--- src/rtl/mc_ctrl_pkg.sv ---
// Shared state codes, opcode/funct constants and datapath select encodings for mc_ctrl and the MIPS datapath.
package mc_ctrl_pkg;

  typedef enum logic [2:0] {
    S_FETCH  = 3'd0,
    S_DECODE = 3'd1,
    S_EXE    = 3'd2,
    S_MEM    = 3'd3,
    S_WB     = 3'd4
  } state_t;

  typedef enum logic [3:0] {
    C_RTYPE, C_ORI, C_LUI, C_LW, C_SW, C_BEQ, C_J, C_JAL, C_JR, C_ILLEGAL
  } cls_t;

  localparam logic [5:0] OP_RTYPE = 6'b000000;
  localparam logic [5:0] OP_J     = 6'b000010;
  localparam logic [5:0] OP_JAL   = 6'b000011;
  localparam logic [5:0] OP_BEQ   = 6'b000100;
  localparam logic [5:0] OP_ORI   = 6'b001101;
  localparam logic [5:0] OP_LUI   = 6'b001111;
  localparam logic [5:0] OP_LW    = 6'b100011;
  localparam logic [5:0] OP_SW    = 6'b101011;

  localparam logic [5:0] FN_JR    = 6'b001000;
  localparam logic [5:0] FN_ADDU  = 6'b100001;
  localparam logic [5:0] FN_SUBU  = 6'b100011;
  localparam logic [5:0] FN_AND   = 6'b100100;
  localparam logic [5:0] FN_OR    = 6'b100101;
  localparam logic [5:0] FN_SLT   = 6'b101010;

  localparam logic [2:0] ALU_ADD = 3'd0;
  localparam logic [2:0] ALU_SUB = 3'd1;
  localparam logic [2:0] ALU_OR  = 3'd2;
  localparam logic [2:0] ALU_SLT = 3'd3;
  localparam logic [2:0] ALU_AND = 3'd4;

  localparam logic [1:0] NPC_PC4  = 2'd0;
  localparam logic [1:0] NPC_BR   = 2'd1;
  localparam logic [1:0] NPC_JUMP = 2'd2;
  localparam logic [1:0] NPC_RS   = 2'd3;

  localparam logic [1:0] RFW_RT = 2'd0;
  localparam logic [1:0] RFW_RD = 2'd1;
  localparam logic [1:0] RFW_RA = 2'd2;

  localparam logic [1:0] WD_ALU = 2'd0;
  localparam logic [1:0] WD_MEM = 2'd1;
  localparam logic [1:0] WD_PC4 = 2'd2;

  localparam logic [1:0] EXT_ZERO = 2'd0;
  localparam logic [1:0] EXT_SIGN = 2'd1;
  localparam logic [1:0] EXT_LUI  = 2'd2;

endpackage

--- src/rtl/mc_ctrl_if.sv ---
// Controller <-> datapath bundle: instruction fields and flags in, enables and selects out.
interface mc_ctrl_if;
  logic [5:0] op;
  logic [5:0] funct;
  logic       zero;
  logic       mem_rdy;
  logic       pcwr;
  logic       irwr;
  logic       regwr;
  logic       memwr;
  logic       memrd;
  logic [1:0] npc_sel;
  logic [1:0] rf_wsel;
  logic [1:0] wd_sel;
  logic       alu_srcb;
  logic [1:0] ext_op;
  logic [2:0] alu_op;
  logic       illegal;
  logic [2:0] state;

  modport master (
    input  op, funct, zero, mem_rdy,
    output pcwr, irwr, regwr, memwr, memrd, npc_sel, rf_wsel, wd_sel,
           alu_srcb, ext_op, alu_op, illegal, state
  );

  modport slave (
    output op, funct, zero, mem_rdy,
    input  pcwr, irwr, regwr, memwr, memrd, npc_sel, rf_wsel, wd_sel,
           alu_srcb, ext_op, alu_op, illegal, state
  );
endinterface

--- src/rtl/mc_decode.sv ---
// Combinational op/funct decoder: instruction class plus the R-type ALU operation.
import mc_ctrl_pkg::*;

module mc_decode (
  input  logic [5:0] op,
  input  logic [5:0] funct,
  output cls_t       cls,
  output logic [2:0] ralu
);

  always_comb begin
    cls  = C_ILLEGAL;
    ralu = ALU_ADD;
    case (op)
      OP_RTYPE: begin
        cls = C_RTYPE;
        case (funct)
          FN_ADDU: ralu = ALU_ADD;
          FN_SUBU: ralu = ALU_SUB;
          FN_SLT:  ralu = ALU_SLT;
          FN_AND:  ralu = ALU_AND;
          FN_OR:   ralu = ALU_OR;
          FN_JR:   cls  = C_JR;
          default: cls  = C_ILLEGAL;
        endcase
      end
      OP_ORI:  cls = C_ORI;
      OP_LUI:  cls = C_LUI;
      OP_LW:   cls = C_LW;
      OP_SW:   cls = C_SW;
      OP_BEQ:  cls = C_BEQ;
      OP_J:    cls = C_J;
      OP_JAL:  cls = C_JAL;
      default: cls = C_ILLEGAL;
    endcase
  end

endmodule

--- src/rtl/mc_ctrl.sv ---
// Multicycle MIPS control FSM (FETCH/DECODE/EXE/MEM/WB); Mealy enables, 2..5 cycles per instruction.
// MC_CTRL_MEMWAIT_EN: when defined, mem_rdy stretches FETCH and MEM; otherwise every access is one cycle.
import mc_ctrl_pkg::*;

module mc_ctrl (
  input  logic         clk,
  input  logic         rst,
  mc_ctrl_if.master    bus
);

  state_t     state_q, state_n;
  cls_t       cls;
  logic [2:0] ralu;
  logic       rdy;

  logic       srcb_x;
  logic [1:0] ext_x;
  logic [2:0] alu_x;

  mc_decode u_decode (
    .op    (bus.op),
    .funct (bus.funct),
    .cls   (cls),
    .ralu  (ralu)
  );

`ifdef MC_CTRL_MEMWAIT_EN
  assign rdy = bus.mem_rdy;
`else
  // Memory is assumed single-cycle; the strobe is read but cannot stall.
  assign rdy = bus.mem_rdy | 1'b1;
`endif

  always_ff @(posedge clk or posedge rst) begin
    if (rst) state_q <= S_FETCH;
    else     state_q <= state_n;
  end

  always_comb begin
    srcb_x = 1'b0;
    ext_x  = EXT_ZERO;
    alu_x  = ALU_ADD;
    case (cls)
      C_RTYPE: alu_x = ralu;
      C_ORI:   begin srcb_x = 1'b1; ext_x = EXT_ZERO; alu_x = ALU_OR;  end
      C_LUI:   begin srcb_x = 1'b1; ext_x = EXT_LUI;  alu_x = ALU_OR;  end
      C_LW,
      C_SW:    begin srcb_x = 1'b1; ext_x = EXT_SIGN; alu_x = ALU_ADD; end
      C_BEQ:   alu_x = ALU_SUB;
      default: ;
    endcase
  end

  always_comb begin
    state_n      = state_q;
    bus.pcwr     = 1'b0;
    bus.irwr     = 1'b0;
    bus.regwr    = 1'b0;
    bus.memwr    = 1'b0;
    bus.memrd    = 1'b0;
    bus.npc_sel  = NPC_PC4;
    bus.rf_wsel  = RFW_RT;
    bus.wd_sel   = WD_ALU;
    bus.alu_srcb = 1'b0;
    bus.ext_op   = EXT_ZERO;
    bus.alu_op   = ALU_ADD;
    bus.illegal  = 1'b0;

    // Selects stay at their EXE values through MEM and WB.
    if (state_q == S_EXE || state_q == S_MEM || state_q == S_WB) begin
      bus.alu_srcb = srcb_x;
      bus.ext_op   = ext_x;
      bus.alu_op   = alu_x;
    end

    case (state_q)
      S_FETCH: begin
        bus.memrd = 1'b1;
        if (rdy) begin
          bus.irwr = 1'b1;
          bus.pcwr = 1'b1;
          state_n  = S_DECODE;
        end
      end
      S_DECODE: begin
        state_n = S_EXE;
        case (cls)
          C_J: begin
            bus.pcwr    = 1'b1;
            bus.npc_sel = NPC_JUMP;
            state_n     = S_FETCH;
          end
          C_JAL: begin
            bus.pcwr    = 1'b1;
            bus.npc_sel = NPC_JUMP;
            bus.regwr   = 1'b1;
            bus.rf_wsel = RFW_RA;
            bus.wd_sel  = WD_PC4;
            state_n     = S_FETCH;
          end
          C_JR: begin
            bus.pcwr    = 1'b1;
            bus.npc_sel = NPC_RS;
            state_n     = S_FETCH;
          end
          C_ILLEGAL: begin
            bus.illegal = 1'b1;
            state_n     = S_FETCH;
          end
          default: ;
        endcase
      end
      S_EXE: begin
        case (cls)
          C_BEQ: begin
            bus.pcwr    = bus.zero;
            bus.npc_sel = NPC_BR;
            state_n     = S_FETCH;
          end
          C_RTYPE, C_ORI, C_LUI: state_n = S_WB;
          C_LW, C_SW:            state_n = S_MEM;
          default:               state_n = S_FETCH;
        endcase
      end
      S_MEM: begin
        if (cls == C_LW) bus.memrd = 1'b1;
        else             bus.memwr = 1'b1;
        if (rdy) state_n = (cls == C_LW) ? S_WB : S_FETCH;
      end
      S_WB: begin
        bus.regwr   = 1'b1;
        bus.wd_sel  = (cls == C_LW)    ? WD_MEM : WD_ALU;
        bus.rf_wsel = (cls == C_RTYPE) ? RFW_RD : RFW_RT;
        state_n     = S_FETCH;
      end
      default: state_n = S_FETCH;
    endcase

    // Reset kills any in-flight enable immediately, not just at the next edge.
    if (rst) begin
      state_n      = S_FETCH;
      bus.pcwr     = 1'b0;
      bus.irwr     = 1'b0;
      bus.regwr    = 1'b0;
      bus.memwr    = 1'b0;
      bus.memrd    = 1'b0;
      bus.npc_sel  = NPC_PC4;
      bus.rf_wsel  = RFW_RT;
      bus.wd_sel   = WD_ALU;
      bus.alu_srcb = 1'b0;
      bus.ext_op   = EXT_ZERO;
      bus.alu_op   = ALU_ADD;
      bus.illegal  = 1'b0;
    end
  end

  assign bus.state = state_q;

endmodule

--- src/flat_wrapper.sv ---
// flat-port wrapper written by rule: the top's interface ports become plain ports
module mc_ctrl_flat 
  (clk, rst, bus_op, bus_funct, bus_zero, bus_mem_rdy, bus_pcwr, bus_irwr, bus_regwr, bus_memwr, bus_memrd, bus_npc_sel, bus_rf_wsel, bus_wd_sel, bus_alu_srcb, bus_ext_op, bus_alu_op, bus_illegal, bus_state);
  mc_ctrl_if bus_i ();
  input  logic clk;
  input  logic rst;
  input wire logic [$bits(bus_i.op)-1:0] bus_op;
  input wire logic [$bits(bus_i.funct)-1:0] bus_funct;
  input wire logic [$bits(bus_i.zero)-1:0] bus_zero;
  input wire logic [$bits(bus_i.mem_rdy)-1:0] bus_mem_rdy;
  output wire logic [$bits(bus_i.pcwr)-1:0] bus_pcwr;
  output wire logic [$bits(bus_i.irwr)-1:0] bus_irwr;
  output wire logic [$bits(bus_i.regwr)-1:0] bus_regwr;
  output wire logic [$bits(bus_i.memwr)-1:0] bus_memwr;
  output wire logic [$bits(bus_i.memrd)-1:0] bus_memrd;
  output wire logic [$bits(bus_i.npc_sel)-1:0] bus_npc_sel;
  output wire logic [$bits(bus_i.rf_wsel)-1:0] bus_rf_wsel;
  output wire logic [$bits(bus_i.wd_sel)-1:0] bus_wd_sel;
  output wire logic [$bits(bus_i.alu_srcb)-1:0] bus_alu_srcb;
  output wire logic [$bits(bus_i.ext_op)-1:0] bus_ext_op;
  output wire logic [$bits(bus_i.alu_op)-1:0] bus_alu_op;
  output wire logic [$bits(bus_i.illegal)-1:0] bus_illegal;
  output wire logic [$bits(bus_i.state)-1:0] bus_state;
  assign bus_i.op = bus_op;
  assign bus_i.funct = bus_funct;
  assign bus_i.zero = bus_zero;
  assign bus_i.mem_rdy = bus_mem_rdy;
  assign bus_pcwr = bus_i.pcwr;
  assign bus_irwr = bus_i.irwr;
  assign bus_regwr = bus_i.regwr;
  assign bus_memwr = bus_i.memwr;
  assign bus_memrd = bus_i.memrd;
  assign bus_npc_sel = bus_i.npc_sel;
  assign bus_rf_wsel = bus_i.rf_wsel;
  assign bus_wd_sel = bus_i.wd_sel;
  assign bus_alu_srcb = bus_i.alu_srcb;
  assign bus_ext_op = bus_i.ext_op;
  assign bus_alu_op = bus_i.alu_op;
  assign bus_illegal = bus_i.illegal;
  assign bus_state = bus_i.state;
  mc_ctrl u_core (.clk(clk), .rst(rst), .bus(bus_i));
endmodule
--- config.mk ---
export PLATFORM = sky130hd
export DESIGN_NAME = mc_ctrl_flat
export DESIGN_NICKNAME = d
export VERILOG_FILES = /design/src/rtl/mc_ctrl_pkg.sv /design/src/rtl/mc_ctrl_if.sv /design/src/rtl/mc_decode.sv /design/src/rtl/mc_ctrl.sv /design/src/flat_wrapper.sv
export SDC_FILE = /design/constraint.sdc
export NUM_CORES = 1
export LEC_CHECK = 0
export CAP_MARGIN = 5
export CORE_UTILIZATION = 39
export CTS_CLUSTER_SIZE = 14
export DETAILED_ROUTE_END_ITERATION = 12
export MAX_ROUTING_LAYER = met4
export PLACE_DENSITY = 0.77
export SLEW_MARGIN = 0
export SYNTH_ARGS = -nofsm -noshare
export SYNTH_HDL_FRONTEND = slang
export SYNTH_SLANG_ARGS = --single-unit
export TNS_END_PERCENT = 5
--- constraint.sdc ---
create_clock -name clk -period 3.1 [get_ports clk]
set_clock_uncertainty 0.05 [all_clocks]
set_input_delay 0.465 -clock clk [delete_from_list [all_inputs] [get_ports clk]]
set_output_delay 0.465 -clock clk [all_outputs]
set_load 0.01 [all_outputs]
==> results.json, run 1 <==
{
  "status": "complete, but fails checks",
  "violations": "negative setup slack",
  "grt_pass1_wl_um": 4643,
  "final_nets": 182,
  "worst_pin_slew_ns": 0.5592,
  "vdd_drop_max_mv": 0.09486,
  "slew_violations": 0,
  "syn_nets": 118,
  "hold_class": "input pin to async pin",
  "slowest_stage": "clkdlybuf4s50_1",
  "fin_tns_setup_ns": -0.03496,
  "fin_ws_ns": -0.01808,
  "clk_path_buf_depth": 2,
  "synthMostInstantiatedCell": "nor2_1",
  "antenna_left": 0,
  "ios": 37,
  "die_y_um": 45.18,
  "worst_ep_required_time_ns": 2.58,
  "relSlewSlack_pct": 61.76,
  "synth_edf_count": 0,
  "maxCapViolations": 0,
  "critPathMostFrequentCell": "buf_4",
  "synth_cell_types": 51,
  "critPathMaxStageDelay_ns": 0.56,
  "antenna_cells": 0,
  "p_per_area_nw_per_um2": 167.2,
  "grt_usage_pct": 31.46,
  "antenna_found_initial": 0,
  "setup_viol": 3,
  "numCtsBuffers": 3,
  "finalHoldViolCount": 0,
  "grt_pass1_vias": 1055,
  "drc_errors": 0,
  "reg2reg_depth": 4,
  "cts_root_buf": "clkbuf_4",
  "n_fill_cell": 123,
  "gr-total-overflow": 0,
  "path_max_fanout": 4,
  "ys_seq_area_share_pct": 10.33,
  "die_w_um": 45.18,
  "async_reset_ff_share_pct": 100.0,
  "num_rows": 15,
  "wl_per_cell_um": 15.88,
  "drt-pass1-iter-count": 4,
  "vias": 1095,
  "synthTopCellsByArea": "dfrtp_1 10%, nor2_1 6.2%, a211oi_1 5.2%, nand3_1 4.1%, a311oi_2 4.1%",
  "cp-end-kind": "primary output",
  "final_area_um2": 1409,
  "cts_tree": "built",
  "dr.first_iter.drc_count": 33,
  "syn_area_um2": 726.9,
  "crit_type": "input pin to primary output",
  "fmax_ghz": 0.3207,
  "timing.reg2reg.setup_slack_ns": 1.59,
  "port_buffers": 35,
  "layout-drive-gt1-share_pct": 39.39,
  "postPlaceCellArea_um2": 1272,
  "synth_seq_cells": 3,
  "synthCells": 102,
  "start_util_pct": 41.65,
  "viasPerCell": 5.763,
  "place_congestion": 0.8520,
  "worst-path-buf-inv": 4,
  "r2r_start": "u_core.bus.state[2]$_DFF_PP0_",
  "drt_wl_total_um": 3018,
  "syn2layout_area_growth_pct": 93.80,
  "cts.sinks": 3,
  "crit_start": "bus_funct[5]",
  "min_period_ns": 3.118,
  "ys.flop_type": "dfrtp_1",
  "period_share_pct": 100.6,
  "r2r_end": "u_core.bus.state[1]$_DFF_PP0_",
  "arrival_ns": 2.60,
  "grt_max_degree": 13,
  "ys_warn_count": 0,
  "p_leak_uw": 0.0006499,
  "total_power_uw": 235.6,
  "rsz0062_at_grt": "yes",
  "htreeDepth": 1,
  "dieArea_um2": 2041,
  "coreArea_um2": 1745,
  "clock_latency_ns": 0.23,
  "largest_register_ffs": 3,
  "post-synth-top-area-fraction_pct": 10.33,
  "crit_chain": "clkdlybuf4s50_1, nor2b_4, a211oi_4, buf_4, a311oi_2, buf_4, or3b_4, o2bb2ai_2, buf_2",
  "hpwl_um": 2001,
  "start_kind": "input pin",
  "cpLargestDelayFamily": "buffers and inverters",
  "synth.avg_cell_area_um2": 7.127,
  "clk_pin_slew_worst_paths_ns": 0.04,
  "synth_top_area_cell": "dfrtp_1",
  "synth_common_cells": "12 x nor2_1, 6 x nand2_1, 6 x nand3_1"
}
[cell type report]
class	count	area [um2]	area share, %
clock buffer	4	26.28	1.865
inverter	4	15.01	1.066
multi-input combinational	87	689.4	48.93
sequential	3	75.07	5.329
tap	25	31.28	2.220
timing repair buffer	67	571.8	40.59
[how the worst max path moves through the flow]
stage	end	slack, ns	cells after the start
2_1_floorplan	bus_npc_sel[1]	0.46	6
3_3_place_gp	bus_npc_sel[0]	-0.41	7
3_5_place_dp	bus_alu_srcb	-0.48	7
4_1_cts	bus_ext_op[1]	-0.16	8
5_1_grt	bus_npc_sel[1]	-0.10	9
6_report	bus_pcwr	-0.02	9
[power breakdown]
part           internal (uW)  switching, uW  leakage (uW)
Sequential              40.6           1.21     0.0000404
Clock                   48.3           21.2     0.0000150
Combinational           64.8           59.5      0.000595
Total                    154           81.9      0.000650
[layout by cell type (no fill, tap or decap), types with 2 or more instances in the layout]
cell | netlist | final
buf_4 | 2 | 32
clkdlybuf4s50_1 | 0 | 16
nor2_1 | 12 | 12
dlymetal6s2s_1 | 0 | 7
nand2_1 | 6 | 6
nand3_1 | 6 | 5
dlygate4sd2_1 | 0 | 5
buf_2 | 1 | 5
inv_1 | 4 | 4
a211oi_1 | 5 | 3
nor3_1 | 3 | 3
clkbuf_4 | 0 | 3
dfrtp_1 | 3 | 3
nand3b_1 | 2 | 2
and3b_1 | 2 | 2
o21ai_1 | 1 | 2
nor2b_1 | 4 | 2
nor2b_4 | 0 | 2
or3_4 | 1 | 2
nand4b_1 | 2 | 2
a311oi_2 | 2 | 2
nand2b_1 | 2 | 2
nor4_1 | 3 | 2
mux2_2 | 2 | 2
or2_2 | 2 | 2
o22ai_1 | 2 | 2
[kinds of logic after synthesis]
group | share of synthesized area (%)
AOI/OAI and AO/OA | 28.75
xor gates and xnor gates | 1.205
buffers and inverters | 8.431
DFF | 10.33
muxes | 3.098
and+or+nand+nor | 48.19
[metrics by stage]
stage	setup WS, ns	instances	hold WS, ns	util (%)
2_1_floorplan	0.4556	102	0.3534	-
3_3_place_gp	-0.4092	182	0.5308	72.90
3_5_place_dp	-0.4779	182	0.5812	72.90
4_1_cts	-0.1617	189	0.5795	76.63
5_1_grt	-0.1011	190	0.6177	80.72
6_report	-0.01808	190	0.5845	80.72
[metal layers]
layer	part of all wire (%)	GRT usage, %	vias to the layer above
li1	-	-	524
met1	42	34.38	515
met2	51	56.81	44
met3	3.5	2.800	12
met4	3.5	14.55	0
met5	0	-	-
[repair_timing]
| action | 4_1_cts | 5_1_grt |
|---|---|---|
| hold buffers | 0 | 0 |
| setup buffers | 3 | 1 |
| pin swaps | 5 | 4 |
| endpoints found under the setup margin | 12 | 14 |
| cloned | 0 | 0 |
| resized for setup | 37 | 20 |
(Power assumes the default switching activity.)
==> run 2: changes to the inputs <==
- CORE_ASPECT_RATIO: unset -> 1.2
==> run 2 against run 1 <==
The run now ends clean. Die area barely moved. First-iteration DRC count fell by 18%. Routed wire length rose by 5.9%. Register-to-register slack improved by 0.04 ns. Maximum frequency rose by 1.8%. Sequential power rose by 5.3%. Worst hold slack got worse by 0.031 ns. Power rose by 3.5%. Global-route usage fell by 3.6 points. Combinational power barely moved. Clock power rose by 12%. Critical path type unchanged. Critical endpoint is now bus_npc_sel[0]. Largest power group unchanged.
==> results.json, run 2 (same netlist as run 1, synthesis figures left out) <==
{
  "slew_violations": 0,
  "netSwitchingPower_uw": 89.07,
  "worst_ep_required_time_ns": 2.58,
  "hpwl_um": 2054,
  "layout.cells.most_common": "buf_4",
  "critPathMaxStageDelay_ns": 0.48,
  "worst_pin_slew_ns": 0.4024,
  "antenna_left": 0,
  "hold_class": "input pin to async pin",
  "grt_pass1_vias": 1050,
  "start_kind": "input pin",
  "clk_path_buf_depth": 2,
  "syn2layout_area_growth_pct": 92.77,
  "clk_pin_slew_worst_paths_ns": 0.05,
  "final_area_um2": 1401,
  "die_w_um": 41.41,
  "place_ws_ns": -0.5248,
  "final_cell_count_no_fill": 185,
  "p_clk_share_pct": 31.8,
  "final_cell_mix": "33 x buf_4, 17 x clkdlybuf4s50_1, 12 x nor2_1",
  "final_nets": 184,
  "setup_viol": 0,
  "ios": 37,
  "p_leak_uw": 0.0006348,
  "grt_max_degree": 13,
  "num_rows": 16,
  "dr.first_iter.drc_count": 27,
  "cp-end-kind": "primary output",
  "drc_errors": 0,
  "topRoutingLayerUsed": "met4",
  "crit_chain": "clkdlybuf4s50_1, nor2b_1, o211ai_1, buf_4, a311oi_4, or3b_4, o21ai_1, buf_2",
  "period_share_pct": 98.84,
  "largest_register_ffs": 3,
  "gr-total-overflow": 0,
  "combinationalPowerShare_pct": 50.1,
  "timing.reg2reg.setup_slack_ns": 1.63,
  "dieArea_um2": 2041,
  "status": "finished clean",
  "cts_tree": "built",
  "switching_share_pct": 36.54,
  "viasPerCell": 6.146,
  "numCtsBuffers": 3,
  "postPlaceCellArea_um2": 1271,
  "route.met3.wl_um": 177,
  "relSlewSlack_pct": 72.48,
  "clock_latency_ns": 0.26,
  "start_util_pct": 43.23,
  "drt-pass1-iter-count": 4,
  "die_y_um": 49.30,
  "finalHoldViolCount": 0,
  "layout-drive-gt1-share_pct": 41.32,
  "p_int_uw": 154.7,
  "drt_wl_total_um": 3196,
  "placedCellCount": 176,
  "met2WireLength_um": 1724,
  "cts_root_buf": "clkbuf_4",
  "fin_ws_ns": 0.03609,
  "vias": 1137,
  "p_per_area_nw_per_um2": 173.9,
  "maxCapViolations": 0,
  "port_buffers": 35,
  "crit_type": "input pin to primary output",
  "n_fill_cell": 107,
  "wl_per_cell_um": 17.28,
  "min_period_ns": 3.064,
  "fin_tns_setup_ns": 0,
  "cts.sinks": 3,
  "slowest_stage": "clkdlybuf4s50_1",
  "grt_pass1_wl_um": 4409,
  "path_max_fanout": 4,
  "place_congestion": 0.8571,
  "postCtsHoldBufs": 0,
  "wl_met1_um": 1170,
  "vdd_drop_max_mv": 0.1724,
  "arrival_ns": 2.55,
  "rsz0062_at_grt": "yes",
  "grt_usage_pct": 27.89,
  "coreArea_um2": 1682,
  "p_seq_share_pct": 18.1,
  "fmax_ghz": 0.3264,
  "antenna_cells": 0,
  "htreeDepth": 1,
  "antenna_found_initial": 0
}
[run 2: final timing paths]
check                                              start                            end  depth (start not counted)
min in group clk           u_core.bus.state[2]$_DFF_PP0_  u_core.bus.state[0]$_DFF_PP0_                          1
setup / recovery                            bus_funct[5]                 bus_npc_sel[0]                          8
hold / removal                                       rst  u_core.bus.state[0]$_DFF_PP0_                          2
max in group asynchronous                            rst  u_core.bus.state[2]$_DFF_PP0_                          2
setup reg to reg           u_core.bus.state[2]$_DFF_PP0_  u_core.bus.state[1]$_DFF_PP0_                          4
hold reg to reg            u_core.bus.state[2]$_DFF_PP0_  u_core.bus.state[0]$_DFF_PP0_                          1
[run 2: repair_timing]
| item | 4_1_cts | 5_1_grt |
|---|---|---|
| buffers inserted | 3 | 2 |
| resized for setup | 36 | 24 |
| pin swaps | 4 | 9 |
| endpoints found under the setup margin | 13 | 13 |
| endpoints found under the hold margin | 0 | 0 |
[run 2: power groups by stage]
| stage | clock [uW] | sequential (uW) | combinational (uW) |
|---|---|---|---|
| 2_1_floorplan | 0 | 42.5 | 47.0 |
| 3_3_place_gp | 0 | 44.4 | 104 |
| 3_5_place_dp | 0 | 44.5 | 107 |
| 4_1_cts | 72.6 | 44.0 | 112 |
| 5_1_grt | 78.1 | 44.7 | 129 |
| 6_report | 77.6 | 44.0 | 122 |
[run 2: metrics by stage]
step | total power [uW] | util, % | hold slack [ns]
2_1_floorplan | 89.45 | - | 0.3534
3_3_place_gp | 148.0 | 75.60 | 0.5411
3_5_place_dp | 151.6 | 75.60 | 0.5609
4_1_cts | 228.5 | 80.06 | 0.5566
5_1_grt | 251.9 | 83.33 | 0.5975
6_report | 243.7 | 83.33 | 0.5531
[run 2: final cells by class]
class / instances / area [um2] / area share [%]
Inverter: 4 / 15.01 / 1.071
Timing Repair Buffer: 69 / 580.6 / 41.43
Sequential cell: 3 / 75.07 / 5.357
Tap cell: 18 / 22.52 / 1.607
Multi-Input combinational cell: 87 / 681.9 / 48.66
Clock buffer: 4 / 26.28 / 1.875
[run 2: metal layers]
layer | track usage (%) | vias to the layer above
li1 | - | 528
met1 | 27.96 | 533
met2 | 50.26 | 58
met3 | 4.815 | 18
met4 | 15.05 | 0
met5 | - | -
[run 2: worst max-delay path, delay by kind of cell]
kind	cells	cell delay, ns
buffers and inverters	3	0.79
AO/OA/AOI/OAI	3	0.60
AND/OR/NAND/NOR	2	0.69
